### src/rtl/split_mfft_to_two_sfft_pkg.sv
// Shared FFT constants: mFFT-side sizing and
// the even/odd splitter FSM encodings.
package split_mfft_to_two_sfft_pkg;

    localparam int MFFT_SIZE_BUFFER = 3;
    localparam int MFFT_DATA_SIZE   = 16;
    localparam int MFFT_NFFT        = 1 << MFFT_SIZE_BUFFER;

    localparam logic [0:0] WAIT_EVEN = 1'b0;
    localparam logic [0:0] WAIT_ODD  = 1'b1;

    function automatic int nfft(input int size_buffer);
        return 1 << size_buffer;
    endfunction

endpackage

### src/rtl/fifo_pair2.sv
// Two-entry FIFO holding one even/odd pair
// plus its index per entry.
module fifo_pair2 #(
    parameter int WIDTH = 8
) (
    input  logic             clk,
    input  logic             reset,
    input  logic             push,
    input  logic             pop,
    input  logic [WIDTH-1:0] din,
    output logic [WIDTH-1:0] dout,
    output logic             full,
    output logic             empty
);

    logic [WIDTH-1:0] mem [2];
    logic             wr_ptr;
    logic             rd_ptr;
    logic [1:0]       count;
    logic             do_push;
    logic             do_pop;

    assign full    = (count == 2'd2);
    assign empty   = (count == 2'd0);
    // a pop never frees space for a push in the same cycle
    assign do_push = push && !full;
    assign do_pop  = pop && !empty;
    assign dout    = mem[rd_ptr];

    always_ff @(posedge clk) begin
        if (reset) begin
            mem[0] <= '0;
            mem[1] <= '0;
            wr_ptr <= 1'b0;
            rd_ptr <= 1'b0;
            count  <= 2'd0;
        end else begin
            if (do_push) begin
                mem[wr_ptr] <= din;
                wr_ptr      <= ~wr_ptr;
            end
            if (do_pop)
                rd_ptr <= ~rd_ptr;
            count <= count + {1'b0, do_push}
                           - {1'b0, do_pop};
        end
    end

endmodule

### src/rtl/split_mfft_to_two_sfft.sv
// Splits a serial mFFT sample stream into
// even/odd pairs for two half-size sub-FFTs.
module split_mfft_to_two_sfft
    import split_mfft_to_two_sfft_pkg::*;
#(
    parameter int SIZE_BUFFER   = 3,
    parameter int DATA_FFT_SIZE = 16
) (
    input  logic                     clk,
    input  logic                     reset,
    input  logic [DATA_FFT_SIZE-1:0] in_data_i,
    input  logic [DATA_FFT_SIZE-1:0] in_data_q,
    input  logic                     in_valid,
    input  logic                     in_start,
    output logic                     in_ready,
    output logic [DATA_FFT_SIZE-1:0] out_chet_i,
    output logic [DATA_FFT_SIZE-1:0] out_chet_q,
    output logic [DATA_FFT_SIZE-1:0] out_Nchet_i,
    output logic [DATA_FFT_SIZE-1:0] out_Nchet_q,
    output logic                     out_valid,
    input  logic                     out_ready,
    output logic [SIZE_BUFFER-2:0]   out_index,
    output logic                     out_first,
    output logic                     out_last,
    output logic                     err_sync
);

    localparam int NFFT = nfft(SIZE_BUFFER);
    localparam int KW   = SIZE_BUFFER - 1;
    localparam int EW   = 4 * DATA_FFT_SIZE + KW;
    localparam logic [KW-1:0] K_LAST = KW'(NFFT / 2 - 1);

    logic [0:0]               state;
    logic [SIZE_BUFFER-1:0]   counter;
    logic [DATA_FFT_SIZE-1:0] even_i;
    logic [DATA_FFT_SIZE-1:0] even_q;
    logic                     accept;
    logic                     resync;
    logic                     push;
    logic                     fifo_full;
    logic                     fifo_empty;
    logic [EW-1:0]            fifo_din;
    logic [EW-1:0]            fifo_dout;

    assign in_ready = (state == WAIT_EVEN) || !fifo_full;
    assign accept   = in_valid && in_ready;
    assign resync   = accept && in_start
                   && (counter != '0);
    assign push     = accept && !resync
                   && (state == WAIT_ODD);
    assign fifo_din = {even_i, even_q,
                       in_data_i, in_data_q,
                       counter[SIZE_BUFFER-1:1]};

    always_ff @(posedge clk) begin
        if (reset) begin
            state    <= WAIT_EVEN;
            counter  <= '0;
            even_i   <= '0;
            even_q   <= '0;
            err_sync <= 1'b0;
        end else if (resync) begin
            // restart the frame on this sample
            state    <= WAIT_ODD;
            counter  <= SIZE_BUFFER'(1);
            even_i   <= in_data_i;
            even_q   <= in_data_q;
            err_sync <= 1'b1;
        end else if (accept) begin
            counter <= counter + 1'b1;
            if (state == WAIT_EVEN) begin
                even_i <= in_data_i;
                even_q <= in_data_q;
                state  <= WAIT_ODD;
            end else begin
                state  <= WAIT_EVEN;
            end
        end
    end

    fifo_pair2 #(
        .WIDTH(EW)
    ) u_fifo (
        .clk  (clk),
        .reset(reset),
        .push (push),
        .pop  (out_valid && out_ready),
        .din  (fifo_din),
        .dout (fifo_dout),
        .full (fifo_full),
        .empty(fifo_empty)
    );

    assign out_valid = !fifo_empty;
    assign {out_chet_i, out_chet_q,
            out_Nchet_i, out_Nchet_q,
            out_index} = fifo_dout;
    assign out_first = out_valid
                    && (out_index == '0);
    assign out_last  = out_valid
                    && (out_index == K_LAST);

endmodule

### config.mk
export PLATFORM = sky130hd
export DESIGN_NAME = split_mfft_to_two_sfft
export DESIGN_NICKNAME = d
export VERILOG_FILES = /design/src/rtl/split_mfft_to_two_sfft_pkg.sv /design/src/rtl/fifo_pair2.sv /design/src/rtl/split_mfft_to_two_sfft.sv
export SDC_FILE = /design/constraint.sdc
export NUM_CORES = 1
export LEC_CHECK = 0
export ABC_AREA = 1
export CORE_UTILIZATION = 28
export DETAILED_ROUTE_END_ITERATION = 10
export MAX_ROUTING_LAYER = met4
export SLEW_MARGIN = 20
export SYNTH_ARGS = -nofsm -noshare
export SYNTH_HDL_FRONTEND = slang
export SYNTH_HIERARCHICAL = 1
export SYNTH_SLANG_ARGS = --single-unit
### constraint.sdc
create_clock -name clk -period 4.45 [get_ports clk]
set_clock_uncertainty 0.1 [all_clocks]
set_input_delay 0.89 -clock clk [delete_from_list [all_inputs] [get_ports clk]]
set_output_delay 0.89 -clock clk [all_outputs]
set_load 0.02 [all_outputs]
== Yosys cells after proc, flatten, opt, wreduce, memory -nomap -nowiden ==
Memories as Yosys holds them, arrays and structs flattened. A register that Yosys moved wholly into a read port is not among the register bits.
Cells that the tools add are included.

* Register bits after elaboration: 41
* Bits in writable memories: 132
* Bits of input ports: 37
* Output and inout bits: 71
* Word-level logic and storage cells: 61
* Memories: 1

* $add $sub $neg: 3
* Equality and inequality tests: 3
* Multiplexer cells: 21
* Bitwise gates (word level): 3
* Reductions and logical operators: 21

{| class="wikitable"
|+ Memories
! memory !! words !! width !! rd ports !! clocked after memory_dff !! write ports !! line !! text
|-
| u_fifo.mem || 2 || 66 || 1 || 1 || 2 || fifo_pair2.sv:16 || <nowiki>logic [WIDTH-1:0] mem [2];</nowiki>
|}

{| class="wikitable"
|+ Operator list
! kind !! number
|-
| two-way mux 16 bit || 6
|-
| two-way mux 66 bit || 1
|-
| OR reduction 66 bit || 1
|-
| two-way mux 1 bit || 14
|-
| logical AND 1 bit || 10
|-
| == test 2 bit, second input constant || 2
|-
| logical NOT 2 bit || 2
|-
| adder 3 x 1 -> 3 bit, second input constant || 1
|-
| logical NOT 1 bit || 3
|-
| NOT 1 bit || 3
|-
| nonzero test 3 bit || 1
|-
| adder 2 x 1 -> 2 bit || 1
|-
| != test 2 x 1 -> 1 bit, second input constant || 1
|-
| AND reduction 2 bit || 1
|-
| nonzero test 2 bit || 1
|-
| OR reduction 2 bit || 1
|-
| subtractor 2 x 1 -> 2 bit || 1
|-
| logical OR 1 bit || 1
|}

== Longest topological paths before layout ==
Gate-level depths: netlist of run 1.

* Word-level depth: 15
* Gate-level depth with buffers: 18

== Modules after synthesis ==
Netlist of run 1, hierarchy kept.

{| class="wikitable"
|+ By module, submodules not included
! module !! times used !! cells an instance !! area each (µm²)
|-
| fifo_pair2 || 1 || 458 || 5935.7
|-
| split_mfft_to_two_sfft || 1 || 245 || 1605.3
|}

== Worst setup path after synthesis of run 1 ==
OpenSTA, ideal clock, no wires.

* Kind: input to register
* Start: in in_valid
* End: mem u_fifo/mem[0][0] (netlist name), enable pin
* Library setup time: 0.426 ns
* Arrival time: 3.206 ns
* Required time: 3.924 ns
* Slack: 0.718 ns
* Stages: 8
* Cell sequence: nand2_2 inv_1 nand2_1 nor2_1 nand4_2 buf_4 buf_6 nand2_1

{| class="wikitable"
|+ RTL lines
! what !! line !! text
|-
| from (decl) || split_mfft_to_two_sfft.sv:13 || <nowiki>input logic in_valid,</nowiki>
|-
| to (decl) || fifo_pair2.sv:16 ||
|}

==> results of run 1 <==
worst min-delay path, delay by kind of cell, from the launching register on:
family,cells,cell delay (ps)
flip-flops,1,310
buffers and inverters,1,50
AO/OA/AOI/OAI,1,50
kinds of logic after synthesis:
family,Yosys count,synth area share (%)
fa+ha+maj,4,0.6637
compound gates,9,0.6969
mux,66,9.856
buf+inv,150,9.076
simple gates,300,15.99
flops,174,63.71
where the power goes:
group	total [uW]	internal, uW	switching [uW]	leakage, uW
logic	386	164	222	0.00184
registers	1860	1830	30.6	0.00171
clock network	1650	1010	640	0.000322
total	3890	3000	893	0.00388
registers in the layout, indices dropped and copies added (netlist names), named ones only:
name / count
u_fifo/mem: 132
even_i: 16
even_q: 16
counter: 3
u_fifo/count: 2
err_sync: 1
state: 1
u_fifo/rd_ptr: 1
u_fifo/wr_ptr: 1
layout by cell type, fill, tap and decap left out, drive strengths merged:
cell type | netlist | final
nor2 | 210 | 210
edfxtp | 132 | 132
inv | 118 | 123
clkdlybuf4s50 | 0 | 107
nand2 | 83 | 83
mux2 | 66 | 66
dfxtp | 42 | 42
clkbuf | 3 | 18
buf | 28 | 7
bufinv | 0 | 5
clkinv | 1 | 5
ha | 4 | 4
a21oi | 4 | 4
o21ai | 3 | 3
nand3 | 3 | 3
nand4 | 3 | 3
nor3 | 1 | 1
a31oi | 1 | 1
a21boi | 1 | 1
cell type report:
| type | instances | area [um2] | area share (%) |
|---|---|---|---|
| Tap cell | 335 | 419.2 | 4.373 |
| Inverter | 119 | 446.7 | 4.661 |
| Timing Repair Buffer | 114 | 1161 | 12.11 |
| Multi-Input combinational cell | 379 | 2092 | 21.83 |
| Clock inverter | 14 | 227.7 | 2.376 |
| Clock buffer | 18 | 429.2 | 4.478 |
| Sequential cell | 174 | 4808 | 50.17 |
layer usage:
metal  wire, um  share of wire, %  up-vias  global-route usage (%)
met4        327               2.1        0                   5.161
met2       7417                47       84                   19.43
li1           -                 -     2405                       -
met1       7439                47     2274                   15.08
met5          0                 0        -                       -
met3        504               3.2       22                   2.479
path summary, 6_finish.rpt:
kind / from / endpoint / slack, ps / cells past startpoint
max: register / out_chet_i[13] / 840 / 3
min: err_sync / err_sync / 350 / 2
min reg2reg: err_sync / err_sync / 350 / 2
max reg2reg: u_fifo/count[0] / u_fifo/mem[0][51] / 1710 / 11
through the flow:
step / hold slack, ps / instance area (um2)
global route: 388.7 / 9584
finish: 354.5 / 9584
global placement: 342.2 / 8927
detailed placement: 344.1 / 8927
floorplan: 353.0 / 7541
CTS: 357.6 / 9584
==> impl_metrics.tcl, run 1 <==
set metrics [dict create \
    status "complete, but fails checks" \
    violations "design-rule violations" \
    detailed_place_hpwl_um 9773 \
    worst_slack_ps 843.0 \
    cp-start-kind "register" \
    dieArea_um2 27590 \
    num_vias 4785 \
    leakagePower_uw 0.003879 \
    synth_top_flop_cell "edfxtp_1" \
    dp_cells 1121 \
    cp_slowest_stage_delay_ps 780 \
    tightest_slew_ps 903.0 \
    finalHoldViolations 0 \
    path_clk_slew_ps 70 \
    finalCritPeriodShare_pct 81.06 \
    rsz0062_at_grt "false" \
    crit_chain "buf_4 > mux2_2 > clkdlybuf4s50_1" \
    cp_max_fo 43 \
    io_pins 108 \
    async_flop_share_pct 0 \
    cpMaxStageDelayCell "dfxtp_4" \
    grt-ovfl-total 0 \
    max-vdd-ir-drop_uv 209.8 \
    coreArea_um2 26210 \
    cts_sinks 174 \
    pre_cts_slack_ps 1047 \
    drt_iter0_markers 255 \
    tns_ps 0 \
    first_pass_iters 7 \
    drt-total-wl_um 15690 \
    critPathCaptureType "output port" \
    syn_area_per_cell_um2 10.73 \
    synth_top_area_share_pct 52.56 \
    htree_levels 4 \
    grt_pass1_vias 4830 \
    rows 59 \
    die_w_um 166.1 \
    syn2layout_area_growth_pct 27.09 \
    finalNetCount 846 \
    port_buffers 107 \
    initial_core_util_pct 28.78 \
    crit_required_ps 3460 \
    hp-class "reg2reg" \
    wl_per_cell_um 13.61 \
    gp_congestion 0.7606 \
    crit_buf_inv 2 \
    numCtsBuffers 17 \
    cts_tree "built" \
    cts_resized 0 \
    slew_violations 0 \
    ys_warn_count 6 \
    arrival_ps 2620 \
    syn_nets 744 \
    fin_crit_ps 3607 \
    fp.dieH_um 166.1 \
    synth.distinct_cells 24 \
    maxCapViolCount 0 \
    synth_top_cells_by_count "nor2_1, edfxtp_1, inv_1" \
    fmax_mhz 277.2 \
    ys_ff_latch 174 \
    crit_type "reg2out" \
    finalPower_uw 3894 \
    postCtsSetupBuffers 0 \
    synth.area.top_cells "edfxtp_1, dfxtp_1, mux2_2, nor2_1, inv_1" \
    fin_util_pct 36.57 \
    ys_seq_area_share_pct 63.71 \
    cts_hold_buf 0 \
    yosysMostFrequentCell "nor2_1" \
    drc_errors 3 \
    yosysTopAreaCell "edfxtp_1" \
    slew_headroom_pct 39.80 \
    fillers 2567 \
    report.final.setup_viol 0 \
    ant_nets 0 \
    synth-edff-count 132 \
    stdcell_count 1153 \
    grt_pass1_wl_um 25150 \
    drive_above_1_share_pct 16.26 \
    synthCells 703 \
    cts_root_buf "clkbuf_16" \
    synth_area_um2 7541 \
    clockBufferDepth 2 \
    antenna_found_initial 0 \
    track_usage_pct 12.21 \
    grt_max_degree 68 \
    critical_path.top_delay_family "buffers and inverters" \
    num_antenna_cells 0 \
    clk_latency_ps 430 \
    via_per_inst 4.150 \
    powerDensity_nw_per_um2 406.3 \
]
(Power assumes the default switching activity.)
==> run 2: changes to the inputs <==
- clock period: 4.45 -> 3.2 ns (I/O delays scaled with it)
==> impl_metrics.tcl, run 2 (synthesis results as in run 1) <==
set metrics [dict create \
    p_seq_share_pct 48.8 \
    status "complete, but fails checks" \
    first_pass_iters 7 \
    wl_per_cell_um 13.87 \
    seq_area_um2 4808 \
    intPower_uw 4103 \
    regMostFlops "u_fifo/mem" \
    cts_hold_buf 0 \
    tns_ps 0 \
    report.final.setup_viol 0 \
    final_cell_mix "nor2_1, edfxtp_1, inv_1" \
    multi_input_area_um2 2092 \
    ff2ff_setup_slack_ps 750 \
    violations "design-rule violations" \
    min-delay-start "err_sync" \
    critPathCaptureType "output port" \
    ant_nets 0 \
    clk_latency_ps 420 \
    cts_sinks 174 \
    swShare_pct 22.57 \
    grt_pass1_vias 4906 \
    num_vias 4790 \
    path_clk_slew_ps 70 \
    track_usage_pct 12.43 \
    crit_chain "buf_4 > mux2_2 > clkdlybuf4s50_1" \
    stdcell_count 1155 \
    detailed_place_hpwl_um 9684 \
    grt_pass1_wl_um 25670 \
    powerDensity_nw_per_um2 552.1 \
    rows 59 \
    pwr-share-clk_pct 41.0 \
    cts_tree "built" \
    largest_reg_flops 132 \
    gp_congestion 0.7513 \
    port_buffers 107 \
    cp-start-kind "register" \
    arrival_ps 2180 \
    initial_core_util_pct 28.78 \
    clockBufferDepth 2 \
    cts_root_buf "clkbuf_16" \
    slew_violations 0 \
    coreArea_um2 26210 \
    cts_resized 0 \
    cp_max_fo 17 \
    syn2layout_area_growth_pct 27.26 \
    finalCritPeriodShare_pct 91.30 \
    io_pins 108 \
    die_w_um 166.1 \
    postCtsSetupBuffers 0 \
    dp_cells 1123 \
    fmax_mhz 342.3 \
    tightest_slew_ps 480.0 \
    drt_iter0_markers 257 \
    finalHoldViolations 0 \
    rsz0062_at_grt "false" \
    drive_above_1_share_pct 15.98 \
    crit_buf_inv 2 \
    rr_startpoint "u_fifo/count[0]" \
    drt-total-wl_um 16020 \
    htree_levels 4 \
    leakagePower_uw 0.003880 \
    maxCapViolCount 0 \
    critical_path.top_delay_family "buffers and inverters" \
    min_to "err_sync" \
    fin_crit_ps 2922 \
    antenna_found_initial 0 \
    layout_commonest_cell "nor2_1" \
    pwr-share-comb_pct 10.3 \
    cp_slowest_stage_delay_ps 560 \
    cpMaxStageDelayCell "clkdlybuf4s50_1" \
    hold_path_depth 2 \
    top_regs "u_fifo/mem (132), even_i (16), even_q (16)" \
    p_sw_uw 1196 \
    finalNetCount 848 \
    ff2ff_path_depth 17 \
    via_per_inst 4.147 \
    grt-ovfl-total 0 \
    crit_type "reg2out" \
    slew_headroom_pct 68.00 \
    hp-class "reg2reg" \
    fillers 2572 \
    max-vdd-ir-drop_uv 304.7 \
    numCtsBuffers 17 \
    reg2reg_to "u_fifo/count[1]" \
    dieArea_um2 27590 \
    grt_max_degree 68 \
    num_antenna_cells 0 \
    drc_errors 3 \
    crit_required_ps 2460 \
    fp.dieH_um 166.1 \
]
## run 2: final cells by class
type / instances / area share (%)
tap: 335 / 4.368
clock buffer: 22 / 4.733
inverter: 119 / 4.654
multi-input combinational: 379 / 21.80
timing repair buffer: 116 / 12.65
sequential: 174 / 50.10
clock inverter: 10 / 1.695
## run 2: power by group through the flow
stage / Clock [uW] / Sequential (uW) / Combinational, uW
2_1_floorplan: 0 / 2620 / 322
3_3_place_gp: 0 / 2630 / 550
3_5_place_dp: 0 / 2630 / 553
4_1_cts: 2220 / 2590 / 557
5_1_grt: 2310 / 2600 / 601
6_report: 2170 / 2580 / 544
## run 2: layer usage
metal,global-route usage (%),vias to the layer above,share of wire (%)
li1,-,2414,-
met3,2.479,13,2.9
met5,-,-,0
met2,20.75,81,50
met4,4.388,0,1.4
met1,14.91,2282,46
## run 2: worst max-delay path by stage
stage,start,to,cells past startpoint
global placement,in_valid,u_fifo/count[1],14
finish,register,out_chet_i[13],3
CTS,register,out_chet_i[13],3
floorplan,u_fifo/count[0],u_fifo/mem[0][0],12
global route,register,out_chet_i[13],3
detailed placement,in_valid,u_fifo/count[1],15
## run 2: worst register-to-register path, stage by stage (launching register included)
cell and delay, ps:
dfxtp_1 350, inv_1 80, nand2_2 130, inv_1 50
nand2_1 120, nand2_2 100, inv_1 150, nand2_1 70
nor2_1 120, a21boi_0 240, inv_1 70, ha_1 270
inv_1 40, ha_1 180, inv_1 50, nand2_1 60
a21oi_1 120, nor2_1 50
## run 2: stage by stage
stage	power, uW	setup WS (ps)	hold slack (ps)	instance area [um2]	util [%]
after floorplan	2946	239.9	353.0	7546	-
after global placement	3180	366.9	342.4	8980	34.27
after detailed placement	3187	323.2	344.7	8980	34.27
after CTS	5359	203.1	358.3	9597	36.62
after global routing	5505	172.6	386.9	9597	36.62
final	5298	278.5	355.6	9597	36.62
==> run 3: changes to the inputs <==
- PLACE_DENSITY: unset -> 0.53
==> impl_metrics.tcl, run 3 (synthesis results as in run 1) <==
set metrics [dict create \
    status "complete, but fails checks" \
    violations "design-rule violations" \
    fillers 2572 \
    critPathCaptureType "output port" \
    drive_above_1_share_pct 17.07 \
    gp_congestion 0.7351 \
    io_pins 108 \
    via_per_inst 4.099 \
    leakagePower_uw 0.003932 \
    grt_pass1_vias 4737 \
    final_cell_mix "nor2_1, edfxtp_1, inv_1" \
    max-vdd-ir-drop_uv 265.9 \
    slew_violations 0 \
    tightest_slew_ps 395.3 \
    track_usage_pct 12.86 \
    fin_crit_ps 3050 \
    slew_headroom_pct 73.62 \
    crit_required_ps 2460 \
    grt_pass1_wl_um 26080 \
    numCtsBuffers 17 \
    port_buffers 107 \
    top_regs "u_fifo/mem (132), even_i (16), even_q (16)" \
    dpl-instance-area_um2 9075 \
    clk_latency_ps 420 \
    multi_input_area_um2 2092 \
    regMostFlops "u_fifo/mem" \
    cts_tree "built" \
    hp-class "reg2reg" \
    worst_hold_slack_ps 362.4 \
    layout_commonest_cell "nor2_1" \
    drc_errors 5 \
    wl_per_cell_um 14.10 \
    drt_iter0_markers 211 \
    maxCapViolCount 0 \
    cts_sinks 174 \
    path_clk_slew_ps 70 \
    detailed_place_hpwl_um 10430 \
    clockBufferDepth 2 \
    min-delay-start "err_sync" \
    fmax_mhz 327.9 \
    cts_root_buf "clkbuf_16" \
    largest_reg_flops 132 \
    grt-ovfl-total 0 \
    rsz0062_at_grt "false" \
    cts_resized 0 \
    tns_ps 0 \
    syn2layout_area_growth_pct 28.62 \
    initial_core_util_pct 28.78 \
    crit_type "reg2out" \
    antenna_found_initial 0 \
    drt-total-wl_um 16370 \
    die_w_um 166.1 \
    ant_nets 0 \
    powerDensity_nw_per_um2 546.6 \
    first_pass_iters 7 \
    cp-start-kind "register" \
    dieArea_um2 27590 \
    seq_area_um2 4808 \
    arrival_ps 2310 \
    num_antenna_cells 0 \
    final_cell_area_um2 9699 \
    num_vias 4759 \
    fp.dieH_um 166.1 \
    finalCritPeriodShare_pct 95.31 \
    cp_max_fo 24 \
    cts_hold_buf 0 \
    postCtsSetupBuffers 0 \
    finalNetCount 854 \
    report.final.setup_viol 0 \
    rr_startpoint "u_fifo/count[0]" \
    htree_levels 4 \
    finalHoldViolations 0 \
    coreArea_um2 26210 \
    grt_max_degree 68 \
    rows 59 \
]
-- run 3: cell types whose count changed in the layout (fill, tap and decap cells not counted), sizes merged --
cell / change
inv: +2
clkinvlp: +1
buf: +6
clkinv: -1
clkbuf: -1
bufinv: -1
-- run 3: stage by stage --
| stage | utilization (%) | std cells | worst slack [ps] | power [uW] |
|---|---|---|---|---|
| 4_1_cts | 37.01 | 1161 | 91.83 | 5383 |
| 5_1_grt | 37.01 | 1161 | 50.07 | 5528 |
| 2_1_floorplan | - | 703 | 239.9 | 2946 |
| 6_report | 37.01 | 1161 | 150.2 | 5301 |
| 3_5_place_dp | 34.63 | 1129 | 328.8 | 3206 |
| 3_3_place_gp | 34.63 | 1129 | 355.2 | 3201 |
-- run 3: path summary, 6_finish.rpt --
path	to	slack (ps)	cells after the start
max	out_chet_i[0]	150	3
min	err_sync	360	2
max reg2reg	u_fifo/count[1]	740	17
min reg2reg	err_sync	360	2
-- run 3: area by class of cell --
class                      instances  share of cell area [%]
clock inverter                    11                   1.587
sequential                       174                   49.57
inverter                         119                   4.605
multi-input combinational        379                   21.57
timing repair buffer             122                   13.49
tap                              335                   4.321
clock buffer                      21                   4.850
-- run 3: report_power, final --
| part | internal, uW | switching [uW] | total [uW] |
|---|---|---|---|
| combinational | 242 | 318 | 561 |
| sequential | 2540 | 41.7 | 2580 |
| clock | 1300 | 856 | 2160 |
| total | 4080 | 1220 | 5300 |
-- run 3: critical path, stage by stage, from the launching register on --
cell	delay, ps
dfxtp_4	600
buf_4	340
mux2_2	380
clkdlybuf4s50_1	550
-- run 3: layer usage --
layer	track usage (%)	wire length, um	part of all wire, %	vias to the layer above
met5	-	0	0	-
met4	5.079	271	1.7	0
met3	2.574	500	3.1	15
met2	20.23	7963	49	82
met1	16.24	7636	47	2231
li1	-	-	-	2431
